### config.mk
export PLATFORM = sky130hd
export DESIGN_NAME = vga_sync_decoder
export DESIGN_NICKNAME = d
export VERILOG_FILES = /design/src/rtl/vga_timing_pkg.sv /design/src/rtl/vga_sync_decoder_edge.sv /design/src/rtl/vga_sync_decoder.sv
export SDC_FILE = /design/constraint.sdc
export NUM_CORES = 1
export LEC_CHECK = 0
export BUFFER_PORTS_ARGS = -buffer_cell sky130_fd_sc_hd__buf_2
export CAP_MARGIN = 10
export CORE_UTILIZATION = 57
export DETAILED_ROUTE_END_ITERATION = 8
export GPL_ROUTABILITY_DRIVEN = 0
export MAX_ROUTING_LAYER = met4
export PLACE_DENSITY = 0.86
export SYNTH_ARGS = -nofsm -noshare
export SYNTH_HDL_FRONTEND = slang
export SYNTH_SLANG_ARGS = --single-unit
### constraint.sdc
create_clock -name clk -period 6.7 [get_ports clk]
set_input_delay 0.335 -clock clk [delete_from_list [all_inputs] [get_ports clk]]
set_output_delay 0.335 -clock clk [all_outputs]
set_load 0.01 [all_outputs]
### src/rtl/vga_timing_pkg.sv
// Shared 640x480@60 timing constants and decoder state encoding.
// Used by the VGA timing generator and the sync decoder as parameter defaults.
package vga_timing_pkg;

    localparam int H_VISIBLE    = 640;
    localparam int H_SYNC_START = 656;
    localparam int H_TOTAL      = 800;
    localparam int V_VISIBLE    = 480;
    localparam int V_SYNC_START = 490;
    localparam int V_TOTAL      = 525;
    localparam int SYNC_STAGES  = 2;
    localparam int LOCK_LINES   = 2;

    typedef enum logic [1:0] {
        SEARCH,
        HLOCK,
        VCHECK,
        LOCKED
    } dec_state_e;

    function automatic logic [7:0] sat_inc8(input logic [7:0] v);
        return (v == 8'hFF) ? v : v + 8'd1;
    endfunction

endpackage

### src/rtl/vga_sync_decoder_edge.sv
// Synchronizer chain plus falling-edge pulse for one active-low sync input.
// Ports: clk, rst (async, active low), din (raw sync), fall_o (1-cycle pulse).
module sync_edge_detect #(
    parameter int STAGES = 2
) (
    input  logic clk,
    input  logic rst,
    input  logic din,
    output logic fall_o
);

    logic [STAGES-1:0] sync_q;
    logic [STAGES-1:0] sync_d;
    logic              prev_q;
    logic              prev_d;

    always_comb begin
        sync_d    = sync_q;
        sync_d[0] = din;
        for (int i = 1; i < STAGES; i++) begin
            sync_d[i] = sync_q[i-1];
        end
        prev_d = sync_q[STAGES-1];
    end

    // Idle level of a sync line is high, so preset everything to 1 to
    // avoid a false fall straight out of reset.
    always_ff @(posedge clk or negedge rst) begin
        if (!rst) begin
            sync_q <= '1;
            prev_q <= 1'b1;
        end else begin
            sync_q <= sync_d;
            prev_q <= prev_d;
        end
    end

    assign fall_o = ~sync_q[STAGES-1] & prev_q;

endmodule

### src/rtl/vga_sync_decoder.sv
// Recovers h/v counts from incoming hsync/vsync and tracks 640x480 lock.
// Ports: clk, rst (async, active low), hsync, vsync in; h_cnt, v_cnt,
// valid, locked, frame_start, err_cnt out (all registered).
module vga_sync_decoder #(
    parameter int H_VISIBLE    = vga_timing_pkg::H_VISIBLE,
    parameter int H_SYNC_START = vga_timing_pkg::H_SYNC_START,
    parameter int H_TOTAL      = vga_timing_pkg::H_TOTAL,
    parameter int V_VISIBLE    = vga_timing_pkg::V_VISIBLE,
    parameter int V_SYNC_START = vga_timing_pkg::V_SYNC_START,
    parameter int V_TOTAL      = vga_timing_pkg::V_TOTAL,
    parameter int SYNC_STAGES  = vga_timing_pkg::SYNC_STAGES,
    parameter int LOCK_LINES   = vga_timing_pkg::LOCK_LINES
) (
    input  logic       clk,
    input  logic       rst,
    input  logic       hsync,
    input  logic       vsync,
    output logic [9:0] h_cnt,
    output logic [9:0] v_cnt,
    output logic       valid,
    output logic       locked,
    output logic       frame_start,
    output logic [7:0] err_cnt
);

    import vga_timing_pkg::*;

    localparam logic [9:0]  H_VIS     = 10'(H_VISIBLE);
    localparam logic [9:0]  H_SS      = 10'(H_SYNC_START);
    localparam logic [9:0]  H_LAST    = 10'(H_TOTAL - 1);
    localparam logic [9:0]  V_VIS     = 10'(V_VISIBLE);
    localparam logic [9:0]  V_SS      = 10'(V_SYNC_START);
    localparam logic [9:0]  V_LAST    = 10'(V_TOTAL - 1);
    localparam logic [10:0] LINE_LEN  = 11'(H_TOTAL);
    localparam logic [10:0] LINE_MAX  = 11'(2 * H_TOTAL);
    localparam logic [9:0]  FRAME_LEN = 10'(V_TOTAL);
    localparam logic [9:0]  FRAME_MAX = '1;
    localparam int          GC_W      = $clog2(LOCK_LINES + 1);
    localparam logic [GC_W-1:0] GC_LAST = GC_W'(LOCK_LINES - 1);

    logic hs_fall;
    logic vs_fall;

    sync_edge_detect #(.STAGES(SYNC_STAGES)) u_hs (
        .clk    (clk),
        .rst    (rst),
        .din    (hsync),
        .fall_o (hs_fall)
    );

    sync_edge_detect #(.STAGES(SYNC_STAGES)) u_vs (
        .clk    (clk),
        .rst    (rst),
        .din    (vsync),
        .fall_o (vs_fall)
    );

    dec_state_e      state_q, state_d;
    logic [9:0]      h_cnt_q, h_cnt_d;
    logic [9:0]      v_cnt_q, v_cnt_d;
    logic [10:0]     line_len_q, line_len_d;
    logic [9:0]      frame_len_q, frame_len_d;
    logic [GC_W-1:0] good_cnt_q, good_cnt_d;
    logic [7:0]      err_cnt_q, err_cnt_d;
    logic            locked_q, locked_d;
    logic            valid_q, valid_d;
    logic            fstart_q, fstart_d;

    logic h_wrap;
    logic line_good, line_bad;
    logic frame_good, frame_bad;
    logic h_lost;

    always_comb begin
        h_wrap = !hs_fall && (h_cnt_q == H_LAST);

        if (hs_fall)     h_cnt_d = H_SS;
        else if (h_wrap) h_cnt_d = '0;
        else             h_cnt_d = h_cnt_q + 10'd1;

        // A vsync fall lands on the same cycle as the h wrap; the load wins.
        if (vs_fall)     v_cnt_d = V_SS;
        else if (h_wrap) v_cnt_d = (v_cnt_q == V_LAST) ? '0 : v_cnt_q + 10'd1;
        else             v_cnt_d = v_cnt_q;

        // Starts at 1 so that it reads exactly H_TOTAL at the next fall.
        if (hs_fall)                    line_len_d = 11'd1;
        else if (line_len_q == LINE_MAX) line_len_d = LINE_MAX;
        else                            line_len_d = line_len_q + 11'd1;

        // The wrap coincident with a vsync fall opens the new frame count.
        if (vs_fall)
            frame_len_d = {9'd0, h_wrap};
        else if (h_wrap && frame_len_q != FRAME_MAX)
            frame_len_d = frame_len_q + 10'd1;
        else
            frame_len_d = frame_len_q;

        line_good  = hs_fall && (line_len_q == LINE_LEN);
        line_bad   = hs_fall && (line_len_q != LINE_LEN);
        frame_good = vs_fall && (frame_len_q == FRAME_LEN);
        frame_bad  = vs_fall && (frame_len_q != FRAME_LEN);
        h_lost     = (line_len_q == LINE_MAX);
    end

    // Failures are tested before any success so they take priority.
    always_comb begin
        state_d    = state_q;
        good_cnt_d = good_cnt_q;
        err_cnt_d  = err_cnt_q;
        unique case (state_q)
            SEARCH: begin
                if (line_bad || h_lost) begin
                    good_cnt_d = '0;
                end else if (line_good) begin
                    if (good_cnt_q == GC_LAST) begin
                        state_d    = HLOCK;
                        good_cnt_d = '0;
                    end else begin
                        good_cnt_d = good_cnt_q + 1'b1;
                    end
                end
            end
            HLOCK: begin
                if (line_bad || h_lost) state_d = SEARCH;
                else if (vs_fall)       state_d = VCHECK;
            end
            VCHECK: begin
                if (line_bad || h_lost || frame_bad) state_d = SEARCH;
                else if (frame_good)                state_d = LOCKED;
            end
            LOCKED: begin
                if (line_bad || h_lost || frame_bad) begin
                    state_d   = SEARCH;
                    err_cnt_d = sat_inc8(err_cnt_q);
                end
            end
            default: state_d = SEARCH;
        endcase
    end

    // Built from next-state values so they line up with h_cnt/v_cnt.
    always_comb begin
        locked_d = (state_d == LOCKED);
        valid_d  = locked_d && (h_cnt_d < H_VIS) && (v_cnt_d < V_VIS);
        fstart_d = locked_d && (h_cnt_d == '0) && (v_cnt_d == '0);
    end

    always_ff @(posedge clk or negedge rst) begin
        if (!rst) begin
            state_q     <= SEARCH;
            h_cnt_q     <= '0;
            v_cnt_q     <= '0;
            line_len_q  <= '0;
            frame_len_q <= '0;
            good_cnt_q  <= '0;
            err_cnt_q   <= '0;
            locked_q    <= 1'b0;
            valid_q     <= 1'b0;
            fstart_q    <= 1'b0;
        end else begin
            state_q     <= state_d;
            h_cnt_q     <= h_cnt_d;
            v_cnt_q     <= v_cnt_d;
            line_len_q  <= line_len_d;
            frame_len_q <= frame_len_d;
            good_cnt_q  <= good_cnt_d;
            err_cnt_q   <= err_cnt_d;
            locked_q    <= locked_d;
            valid_q     <= valid_d;
            fstart_q    <= fstart_d;
        end
    end

    assign h_cnt       = h_cnt_q;
    assign v_cnt       = v_cnt_q;
    assign valid       = valid_q;
    assign locked      = locked_q;
    assign frame_start = fstart_q;
    assign err_cnt     = err_cnt_q;

endmodule

After elaboration in Yosys (flattened, before gate mapping)

Index checks and enable logic that the tools add are counted.

Bits in registers: 62
Input bits: 4

Add/subtract/negate cells: 6
Magnitude comparators: 2
Eq/ne operators: 14
Multiplexer cells: 21
Bitwise gates (word level): 5
Reduce and logical (&&, ||, !) cells: 20

Operators by type and width:

| cell                    | count |
|---|---|
| $mux W10                | 7 |
| $add A10 B1 Y10 const B | 3 |
| $eq A10 B10 Y1 const B  | 3 |
| $mux W11                | 2 |
| $mux W2                 | 11 |
| $logic_not A10 Y1       | 2 |
| $ne A10 B10 Y1 const B  | 2 |
| $add A11 B1 Y11 const B | 1 |
| $eq A11 B10 Y1 const B  | 1 |
| $eq A11 B11 Y1 const B  | 1 |
| $ne A11 B10 Y1 const B  | 1 |
| $logic_and A1 B1 Y1     | 10 |
| $lt A10 B10 Y1 const B  | 1 |
| $lt A10 B9 Y1 const B   | 1 |
| $add A8 B1 Y8 const B   | 1 |
| $eq A8 B8 Y1 const B    | 1 |
| $pmux W2 S4             | 1 |
| $eq A2 B2 Y1 const B    | 3 |
| $eq A2 B1 Y1 const B    | 2 |
| $reduce_bool A2 Y1      | 2 |
| $not A1 Y1              | 3 |
| $reduce_and A3 Y1       | 1 |
| $add A2 B1 Y2 const B   | 1 |
| $and A1 B1 Y1           | 2 |
| 4 further kinds         | 5 |

Longest topological paths before layout

Gate-level depths: netlist of run 1.

Depth in word-level cells: 10
Mapped depth: 9
Depth with buffers taken out: 8

Cells and area by module

From an unflattened synthesis of run 1, not the netlist that was laid out.

Cells, all modules: 311
Area total of the unflattened synthesis: 3158.0 µm²

Modules (own cells, without submodules):

| module           | times used | cells each | area each (µm²) | seq. area each (µm²) |
|---|---|---|---|---|
| vga_sync_decoder | 1          | 303        | 2972.9          | 1401.3 |
| sync_edge_detect | 2          | 4          | 92.6            | 78.8 |

Worst setup path before layout of run 1

No wires, ideal clock.

Path kind: register to register
Start: register h_cnt_q[5], in the netlist h_cnt[5]
End: register fstart_q, in the netlist frame_start
Arrival time: 2.423 ns
Required time: 6.604 ns
Slack: 4.181 ns
Cell stages (with the launch flop): 8
Period minus slack after synthesis: 2.519 ns
Cells stage by stage: dfrtp_1 buf_6 or3b_4 or4_4 buf_6 a221o_1 a311o_1 nor4_2

RTL lines:

| item                   | line                    | RTL |
|---|---|---|
| from (decl)            | vga_sync_decoder.sv:59  | `logic [9:0] h_cnt_q, h_cnt_d;` |
| from (signal assigned) | vga_sync_decoder.sv:163 | `h_cnt_q <= h_cnt_d;` |
| $eq A10 B10 Y1         | vga_sync_decoder.sv:75  | `h_wrap = !hs_fall && (h_cnt_q == H_LAST);` |
| $logic_and A1 B1 Y1    | vga_sync_decoder.sv:75  |  |
| $mux W10               | vga_sync_decoder.sv:83  | `else if (h_wrap) v_cnt_d = (v_cnt_q == V_LAST) ? '0 : v_cnt_q + 10'd1;` |
| $mux W10               | vga_sync_decoder.sv:82  | `if (vs_fall) v_cnt_d = V_SS;` |
| via v_cnt_d[1]         | vga_sync_decoder.sv:60  | `logic [9:0] v_cnt_q, v_cnt_d;` |
| $logic_not A10 Y1      | vga_sync_decoder.sv:146 | `fstart_d = locked_d && (h_cnt_d == '0) && (v_cnt_d == '0);` |
| $logic_and A1 B1 Y1    | vga_sync_decoder.sv:146 |  |
| via fstart_d           | vga_sync_decoder.sv:67  | `logic fstart_q, fstart_d;` |
| to (signal assigned)   | vga_sync_decoder.sv:171 | `fstart_q <= fstart_d;` |
| to (decl)              | vga_sync_decoder.sv:67  |  |

The timed path passes the listed nets, and every way through them passes these cells.
A chain may end at the register's enable or synchronous reset.

Final worst setup path of run 1

Start: register line_len_q[0]
End: register err_cnt_q[1], in the netlist err_cnt[1]

Longest elaborated chain between the ends: 5

RTL lines:

| item                                   | line                    | RTL |
|---|---|---|
| from (decl)                            | vga_sync_decoder.sv:61  | `logic [10:0] line_len_q, line_len_d;` |
| from (signal assigned)                 | vga_sync_decoder.sv:165 | `line_len_q <= line_len_d;` |
| $ne A11 B10 Y1                         | vga_sync_decoder.sv:100 | `line_bad = hs_fall && (line_len_q != LINE_LEN);` |
| $logic_and A1 B1 Y1                    | vga_sync_decoder.sv:100 |  |
| $logic_or A1 B1 Y1 (*) (2 in series)   | vga_sync_decoder.sv:133 | `if (line_bad \|\| h_lost \|\| frame_bad) begin` |
| $reduce_and A3 Y1 (no source line) (*) | -                       |  |
| to (signal assigned)                   | vga_sync_decoder.sv:168 | `err_cnt_q <= err_cnt_d;` |
| to (decl)                              | vga_sync_decoder.sv:64  | `logic [7:0] err_cnt_q, err_cnt_d;` |

Mark *: on every way between the ends. The rest lies on a longest branch, timed or not.

==> impl_metrics.yaml, run 1 <==
power:
  power_mw: 0.791
  p_clk_share_pct: 35.1
  p_sw_share_pct: 27.2
  p_seq_share_pct: 53.8
  p_sw_mw: 0.215
  ir_worst_vdd_mv: 0.142
  cellInternalPower_mw: 0.576
  cellLeakagePower_nw: 1.59
  pwr-share-comb_pct: 11.2
  p_per_area_nw_per_um2: 218
worst_setup_path:
  rrSetupSlack_ns: 4.03
  cp-startpoint: "line_len_q[0]"
  timing.rr.end: "err_cnt[1]"
  critPathCaptureType: "register"
  cp.arrival_ns: 2.88
  crit_fanout: 8
  critPathKind: "reg -> reg"
  required_ns: 6.91
  r2r_start: "line_len_q[0]"
  reg2reg_depth: 7
  crit_path_start_kind: "register"
worst_hold_path:
  hold_class: "in -> reg"
  min_path_cells: 1
  worstHoldStart: "hsync"
  hold_end: "u_hs.sync_q[0]"
outcome:
  outcome: "completed"
placed_design:
  post_dp_cell_area_um2: 3470
  place_ws_ns: 4.00
  dp_hpwl_um: 4480
  io_buffers: 34
yosys:
  synthSimpleGateAreaFrac_pct: 26.3
  async_flop_share_pct: 100
  synth_top_family_by_area: "simple AND/OR/NAND/NOR gates"
  synth_cells: 337
  synth_cell_type_count: 55
  yosys.area_share.xor_xnor_pct: 9.14
  ys_warn_count: 0
  syn_nets: 349
  syn-cell-area_um2: 3260
  yosysSeqAreaShare_pct: 47.8
  synth_fa_ha_area_share_pct: 3.07
  postSynthAreaPerCell_um2: 9.67
  ys_ff_latch: 62
  synth_compound_area_share_pct: 9.37
  synth_edf_count: 0
  synthMuxAreaShare_pct: 0.998
  ys.flop_type: "dfrtp_1"
sta:
  worst_pin_slew_ns: 0.810
  slew_headroom_pct: 45.9
  fin_ws_ns: 4.03
  slew_viol_final: 0
  fmax_mhz: 375
  rsz0062_at_grt: "no"
  setup_tns_ns: 0
  hold_viol_final: 0
  fin_worst_skew_ns: 0.00909
  min_period_over_period_pct: 39.9
  setup_violations: 0
  final.min_clock_period_ns: 2.67
cells_and_area:
  n_antenna_cell: 0
  multi_input_area_um2: 1590
  seq_area_um2: 1560
  design_area_um2: 3630
  drive_gt1_share_pct: 17.1
  final_cell_mix: "dfrtp_1, nor2_1, buf_2"
  fillers: 444
  finalNetCount: 383
  final_common_cell: "dfrtp_1"
  area_growth_pct: 11.4
clock_tree:
  clockBufferDepth: 2
  ctsResizeCount: 0
  cts_tree: "built"
  cts_buffers: 9
  htree_levels: 3
  postCtsHoldBufs: 0
  cts_sinks: 62
  clkTransAtPathRegs_ns: 0.06
  cts_setup_buffers: 0
  insertion_delay_ns: 0.33
  root_buffer: "clkbuf_8"
detailed_routing:
  drt_iter0_markers: 108
  drt-wirelength-per-cell_um: 14.7
  met1_length_um: 2990
  num_vias: 2632
  wl_met3_um: 308
  drc: 0
  routed.top_layer: "met4"
  drtPass1Iterations: 5
  vias_per_cell: 5.89
  antenna_left: 0
  wl_met2_um: 3170
  wl_um: 6560
floorplan:
  die_area_um2: 6020
  die_h_um: 77.6
  initial_core_util_pct: 59.2
  core_area_um2: 5510
  dieWidth_um: 77.6
  core.rowCount: 27
  ios: 35
grt:
  grt_pass1_vias: 2366
  grt_usage_pct: 24.2
  antenna_found_initial: 0
  grt_pass1_wl_um: 11000
  grt_max_degree: 63
  grt_overflow: 0
job:
  cap_viol_max_count: 0
==> registers in the layout, indices dropped and copies added, names as in the netlist, 2 cells and up <==
register and cells:
frame_len_q 10, u_vs.sync_q 2, line_len_q 11, good_cnt_q 2, u_hs.sync_q 2, state_q 2, v_cnt 10, err_cnt 8
h_cnt 10
==> kinds of logic (layout without fill, tap and decap cells) <==
group / after synthesis / after routing
simple gates: 159 / 159
flops: 62 / 62
compound gates: 47 / 47
xor+xnor: 34 / 34
buf+inv: 24 / 62
fa+ha+maj: 8 / 8
mux: 3 / 3
==> power by group through the flow <==
stage	registers [mW]	clock network [mW]	logic, mW
final	0.425	0.277	0.0883
after global routing	0.428	0.302	0.101
after detailed placement	0.431	0	0.0894
after floorplan	0.422	0	0.0657
after CTS	0.424	0.286	0.0902
after global placement	0.429	0	0.0859
==> layer usage <==
layer  vias to the layer above  track usage [%]
met5                         -                -
met4                         0             12.6
met3                         9             4.12
met2                        91             36.5
met1                      1264             31.4
li1                       1268                -
==> area by class of cell <==
cell class | count | share of cell area, %
multi-input combinational | 251 | 43.9
sequential | 62 | 42.9
timing repair buffer | 37 | 5.30
clock buffer | 13 | 4.10
tap | 72 | 2.48
inverter | 10 | 1.03
clock inverter | 2 | 0.276
==> how the worst max path moves through the flow <==
| stage | end | slack [ns] |
|---|---|---|
| 6_report | err_cnt[1] | 4.03 |
| 4_1_cts | err_cnt[1] | 3.99 |
| 2_1_floorplan | frame_start | 4.18 |
| 3_5_place_dp | err_cnt[1] | 4.00 |
| 5_1_grt | err_cnt[7] | 3.75 |
| 3_3_place_gp | err_cnt[1] | 4.12 |
==> cells in the mapped netlist (all sizes together) (2+ instances only) <==
| library cell | instances | area share (%) |
|---|---|---|
| a21o | 2 | 0.46 |
| a21oi | 14 | 2.1 |
| a31oi | 4 | 0.77 |
| and2 | 2 | 0.38 |
| and3 | 10 | 1.9 |
| and4 | 4 | 1.1 |
| buf | 3 | 0.84 |
| clkbuf | 11 | 1.3 |
| dfrtp | 56 | 43 |
| dfstp | 6 | 4.8 |
| ha | 8 | 3.1 |
| inv | 10 | 1.2 |
| mux2 | 2 | 0.69 |
| nand2 | 30 | 3.5 |
| nand2b | 5 | 0.96 |
| nand3 | 17 | 2.6 |
| nand3b | 3 | 0.69 |
| nand4 | 13 | 2.5 |
| nand4b | 2 | 0.54 |
| nor2 | 37 | 4.3 |
| nor2b | 2 | 0.38 |
| nor3 | 8 | 1.2 |
| nor4 | 7 | 1.7 |
| o21a | 2 | 0.46 |
| o21ai | 10 | 1.5 |
| o22ai | 2 | 0.38 |
| or2 | 3 | 0.58 |
| or3 | 7 | 1.3 |
| or4 | 2 | 0.58 |
| xnor2 | 16 | 4.3 |
| xor2 | 18 | 4.8 |
==> per-stage QoR <==
| stage | instances | utilization [%] | hold WS [ns] |
|---|---|---|---|
| after floorplan | 337 | - | 0.0394 |
| after CTS | 447 | 66.0 | 0.0820 |
| after detailed placement | 432 | 63.1 | 0.351 |
| after global routing | 447 | 66.0 | 0.0838 |
| final | 447 | 66.0 | 0.0976 |
| after global placement | 432 | 63.1 | 0.345 |
==> critical path, cell delays in order, from the launching register on <==
cell	delay, ns
dfrtp_1	0.43
inv_1	0.07
ha_1	0.13
or4b_1	0.45
nor4_1	0.35
o22ai_1	0.17
a21oi_1	0.55
mux2_2	0.40
No activity file was read; power rests on OpenSTA's default activity.
==> run 2: changes to the inputs <==
- ABC_AREA: default -> 1
- CORE_UTILIZATION: 57 -> 53
- PLACE_DENSITY: 0.86 -> 0.84
- clock period: 6.7 -> 2.4 ns (I/O delays scaled with it)
==> impl_metrics.yaml, run 2 <==
floorplan:
  core_area_um2: 6350
  ios: 35
  initial_core_util_pct: 54.9
  core.rowCount: 29
  die_h_um: 83.1
  die_area_um2: 6900
  dieWidth_um: 83.1
power:
  p_seq_share_pct: 48.9
  ir_worst_vdd_mv: 0.511
  p_clk_share_pct: 37.3
  power_mw: 2.38
  cellInternalPower_mw: 1.71
  p_sw_mw: 0.677
  p_sw_share_pct: 28.4
  p_per_area_nw_per_um2: 597
  cellLeakagePower_nw: 2.06
  pwr-share-comb_pct: 13.9
yosys:
  syn-cell-area_um2: 3480
  ys.flop_type: "dfrtp_1"
  synth_top_area_share_pct: 40.2
  synth_commonest_cells: "nand2_1, inv_1, dfrtp_1"
  yosys.area_share.xor_xnor_pct: 2.51
  synth_compound_area_share_pct: 7.22
  yosysSeqAreaShare_pct: 44.7
  synthMuxAreaShare_pct: 0.646
  postSynthAreaPerCell_um2: 8.03
  synth_fa_ha_area_share_pct: 2.87
  synth_area_leaders: "dfrtp_1, nand2_1, inv_1"
  syn_nets: 446
  async_flop_share_pct: 100
  synth_edf_count: 0
  synth_most_common_cell: "nand2_1"
  post-synth-top-area-cell: "dfrtp_1"
  synthSimpleGateAreaFrac_pct: 33.3
  ys_ff_latch: 62
  synth_cells: 434
  synth_cell_type_count: 37
  ys_warn_count: 0
  synth_top_family_by_area: "simple AND/OR/NAND/NOR gates"
grt:
  antenna_found_initial: 0
  grt_overflow: 0
  grt_pass1_vias: 2865
  grt_usage_pct: 23.8
  grt_pass1_wl_um: 12800
  grt_max_degree: 37
outcome:
  outcome: "completed"
sta:
  slew_viol_final: 0
  fin_worst_skew_ns: 0.0128
  fmax_mhz: 525
  hold_viol_final: 0
  rsz0062_at_grt: "no"
  setup_tns_ns: 0
  setup_violations: 0
  worst_pin_slew_ns: 0.631
  slew_headroom_pct: 57.9
  final.min_clock_period_ns: 1.91
  min_period_over_period_pct: 79.4
  hold_slack_ns: 0.321
worst_setup_path:
  critPathKind: "reg -> reg"
  crit_fanout: 11
  required_ns: 2.67
  crit_path_start_kind: "register"
  critPathCaptureType: "register"
  cp.arrival_ns: 2.17
job:
  cap_viol_max_count: 0
clock_tree:
  cts_sinks: 62
  htree_levels: 3
  insertion_delay_ns: 0.35
  clkTransAtPathRegs_ns: 0.08
  cts_tree: "built"
  ctsResizeCount: 0
  postCtsHoldBufs: 3
  cts_setup_buffers: 0
  root_buffer: "clkbuf_8"
  cts_buffers: 9
  clockBufferDepth: 2
cells_and_area:
  finalNetCount: 495
  area_growth_pct: 14.5
  regMostFlops: "line_len_q"
  fillers: 503
  final_cell_mix: "nand2_1, inv_1, dfrtp_1"
  final_common_cell: "nand2_1"
  n_antenna_cell: 0
  largest_reg_flops: 11
  drive_gt1_share_pct: 20.9
detailed_routing:
  drt-wirelength-per-cell_um: 13.0
  drc: 0
  vias_per_cell: 5.40
  num_vias: 3051
  drtPass1Iterations: 6
  antenna_left: 0
  drt_iter0_markers: 228
  wl_um: 7340
placed_design:
  dp_hpwl_um: 5460
  io_buffers: 34
worst_hold_path:
  hold_class: "in -> async"
run 2: final timing paths:
kind	from	end	slack (ns)	cells past startpoint
worst max-delay path	u_hs.sync_q[1]	valid	0.49	11
worst min-delay path	rst	h_cnt[5]	0.32	2
worst max register to register	u_hs.sync_q[1]	valid	0.49	11
worst min register to register	u_vs.sync_q[0]	u_vs.sync_q[1]	0.36	0
max in group asynchronous	rst	u_vs.prev_q	1.39	3
min in group clk	u_vs.sync_q[0]	u_vs.sync_q[1]	0.36	0
run 2: cells by family (layout without fill, tap and decap cells):
family | count (synthesis) | after routing
DFF | 62 | 62
and+or+nand+nor | 234 | 234
buffers and inverters | 76 | 130
muxes | 2 | 2
adders and majority gates | 8 | 8
xor gates and xnor gates | 10 | 10
AOI/OAI and AO/OA | 42 | 42
run 2: layout make-up:
cell class | count | area [um^2] | share of cell area, %
multi-input cells | 296 | 1620 | 40.7
clock inverters | 4 | 47.5 | 1.19
inverters | 74 | 294 | 7.37
clock buffers | 12 | 135 | 3.39
flip-flops and latches | 62 | 1560 | 39.1
well taps | 77 | 96.3 | 2.42
repair buffers | 40 | 235 | 5.90
run 2: worst max-delay path, cell delays in order (launching register included):
cell     delay, ns
dfstp_2       0.55
nor2_2        0.05
buf_4         0.17
nor2_4        0.14
inv_2         0.08
nor2_8        0.15
nand2_1       0.09
xor2_1        0.19
nand2_1       0.13
nand3_1       0.12
nand3_1       0.07
nor2_1        0.08
run 2: power groups by stage:
stage                     logic, mW  registers (mW)  clock network (mW)
after detailed placement      0.330            1.18                   0
after floorplan               0.220            1.19                   0
after CTS                     0.335            1.16               0.904
after global routing          0.378            1.18               0.948
final                         0.331            1.16               0.888
after global placement        0.320            1.18                   0
run 2: per-stage QoR:
stage                     area, um^2  utilization, %  setup slack (ns)  instances
after floorplan                 3480               -             0.738        434
after global placement          3780            59.5             0.535        546
after detailed placement        3780            59.5             0.515        546
after CTS                       3990            62.8             0.504        565
after global routing            3990            62.8             0.264        565
final                           3990            62.8             0.495        565
run 2: routing by layer:
metal	vias up	global-route usage, %	share of wire [%]
li1	1486	-	-
met1	1436	29.7	45
met2	115	37.7	48
met3	14	5.37	5.3
met4	0	9.56	1.8
met5	-	-	0
==> run 3: changes to the inputs <==
- ABC_AREA: 1 -> 0
- CORE_UTILIZATION: 53 -> 57
- PLACE_DENSITY: 0.84 -> 0.86
- clock period: 2.4 -> 1.97 ns (I/O delays scaled with it)
==> impl_metrics.yaml, run 3 (synthesis results as in run 1) <==
outcome:
  outcome: "complete, but fails checks"
  violations: "negative setup slack"
clock_tree:
  cts_tree: "built"
  clkTransAtPathRegs_ns: 0.08
  htree_levels: 3
  clockBufferDepth: 2
  insertion_delay_ns: 0.35
  cts_buffers: 9
  root_buffer: "clkbuf_8"
  cts_sinks: 62
grt:
  grt_pass1_wl_um: 15500
  grt_max_degree: 40
  grt_usage_pct: 34.8
  grt_pass1_vias: 3191
  antenna_found_initial: 0
  grt_overflow: 0
cells_and_area:
  instances_no_fill: 532
  final_common_cell: "buf_4"
  finalNetCount: 467
  area_growth_pct: 46.2
  drive_gt1_share_pct: 43.9
  regMostFlops: "line_len_q"
  largest_reg_flops: 11
  layout.core_utilization_pct: 86.5
  final_cell_mix: "buf_4, dfrtp_1, buf_2"
  n_antenna_cell: 0
detailed_routing:
  vias_per_cell: 6.76
  num_vias: 3598
  wl_um: 12600
  antenna_left: 0
  drtPass1Iterations: 6
  drt-wirelength-per-cell_um: 23.8
  drc: 0
  drt_iter0_markers: 505
power:
  cellLeakagePower_nw: 2.13
  power_mw: 3.05
  p_per_area_nw_per_um2: 641
  ir_worst_vdd_mv: 0.654
worst_setup_path:
  crit_fanout: 6
  critPathKind: "reg -> reg"
  cp.arrival_ns: 2.78
  required_ns: 2.23
  crit_path_start_kind: "register"
  critPathCaptureType: "register"
  reg2reg_depth: 7
sta:
  fin_worst_skew_ns: 0.0129
  hold_viol_final: 0
  rsz0062_at_grt: "yes"
  hold_slack_ns: 0.304
  setup_violations: 40
  final.min_clock_period_ns: 2.52
  slew_viol_final: 0
  fmax_mhz: 397
  slew_headroom_pct: 45.1
  worst_pin_slew_ns: 0.813
  min_period_over_period_pct: 128
  fin_ws_ns: -0.548
floorplan:
  die_area_um2: 6020
  core.rowCount: 27
  ios: 35
  die_h_um: 77.6
  dieWidth_um: 77.6
  initial_core_util_pct: 59.2
  core_area_um2: 5510
placed_design:
  dp_hpwl_um: 5880
  io_buffers: 34
  dp.cells: 497
job:
  cap_viol_max_count: 0
worst_hold_path:
  hold_class: "in -> async"
==> run 3: final cells by class <==
cell class / instances / area [um^2]
repair buffers: 121 / 921
multi-input cells: 251 / 1990
clock buffers: 12 / 145
inverters: 10 / 37.5
fillers: 229 / 741
flip-flops and latches: 62 / 1560
well taps: 72 / 90.1
clock inverters: 4 / 22.5
==> run 3: repair_timing <==
action,in CTS,in global routing
cloned,0,1
hold buffers,3,0
buffers inserted,9,13
endpoints found under the setup margin,26,43
pin swaps,19,25
endpoints found under the hold margin,22,0
resized for setup,28,59
==> run 3: worst max-delay path, stage by stage, from the launching register on <==
cell	delay, ns
dfrtp_1	0.41
buf_4	0.16
nand3_1	0.23
o41ai_1	0.57
a31oi_1	0.25
a2111o_1	0.37
a311o_1	0.31
nor4_2	0.13
==> run 3: through the flow <==
stage | TNS (ns) | worst slack (ns) | area (um^2)
6_report | -8.34 | -0.548 | 4770
5_1_grt | -10.86 | -0.585 | 4770
4_1_cts | -3.58 | -0.369 | 4470
3_5_place_dp | -3.47 | -0.314 | 4080
3_3_place_gp | -1.82 | -0.204 | 4080
2_1_floorplan | -2.72 | -0.408 | 3370
==> run 3: path summary, 6_finish.rpt <==
check	startpoint	slack, ns	to
min reg2reg	u_hs.sync_q[0]	0.35	u_hs.sync_q[1]
max in group asynchronous	rst	0.97	u_hs.sync_q[0]
min	rst	0.30	v_cnt[2]
max reg2reg	h_cnt[0]	-0.55	frame_start
max	h_cnt[0]	-0.55	frame_start
min in group clk	u_hs.sync_q[0]	0.35	u_hs.sync_q[1]
==> run 3: metal layers <==
| metal | vias to the layer above | global-route usage, % | routed length [um] |
|---|---|---|---|
| met3 | 118 | 5.41 | 1490 |
| li1 | 1433 | - | - |
| met1 | 1696 | 42.4 | 4260 |
| met4 | 0 | 19.4 | 1100 |
| met2 | 351 | 55.4 | 5790 |
| met5 | - | - | 0 |
==> run 3: power breakdown <==
part	switching, mW	leakage (nW)	total, mW	internal [mW]
Sequential	0.0588	0.788	1.41	1.35
Combinational	0.348	1.26	0.644	0.297
Clock	0.518	0.0861	1.00	0.485
Total	0.925	2.13	3.05	2.13
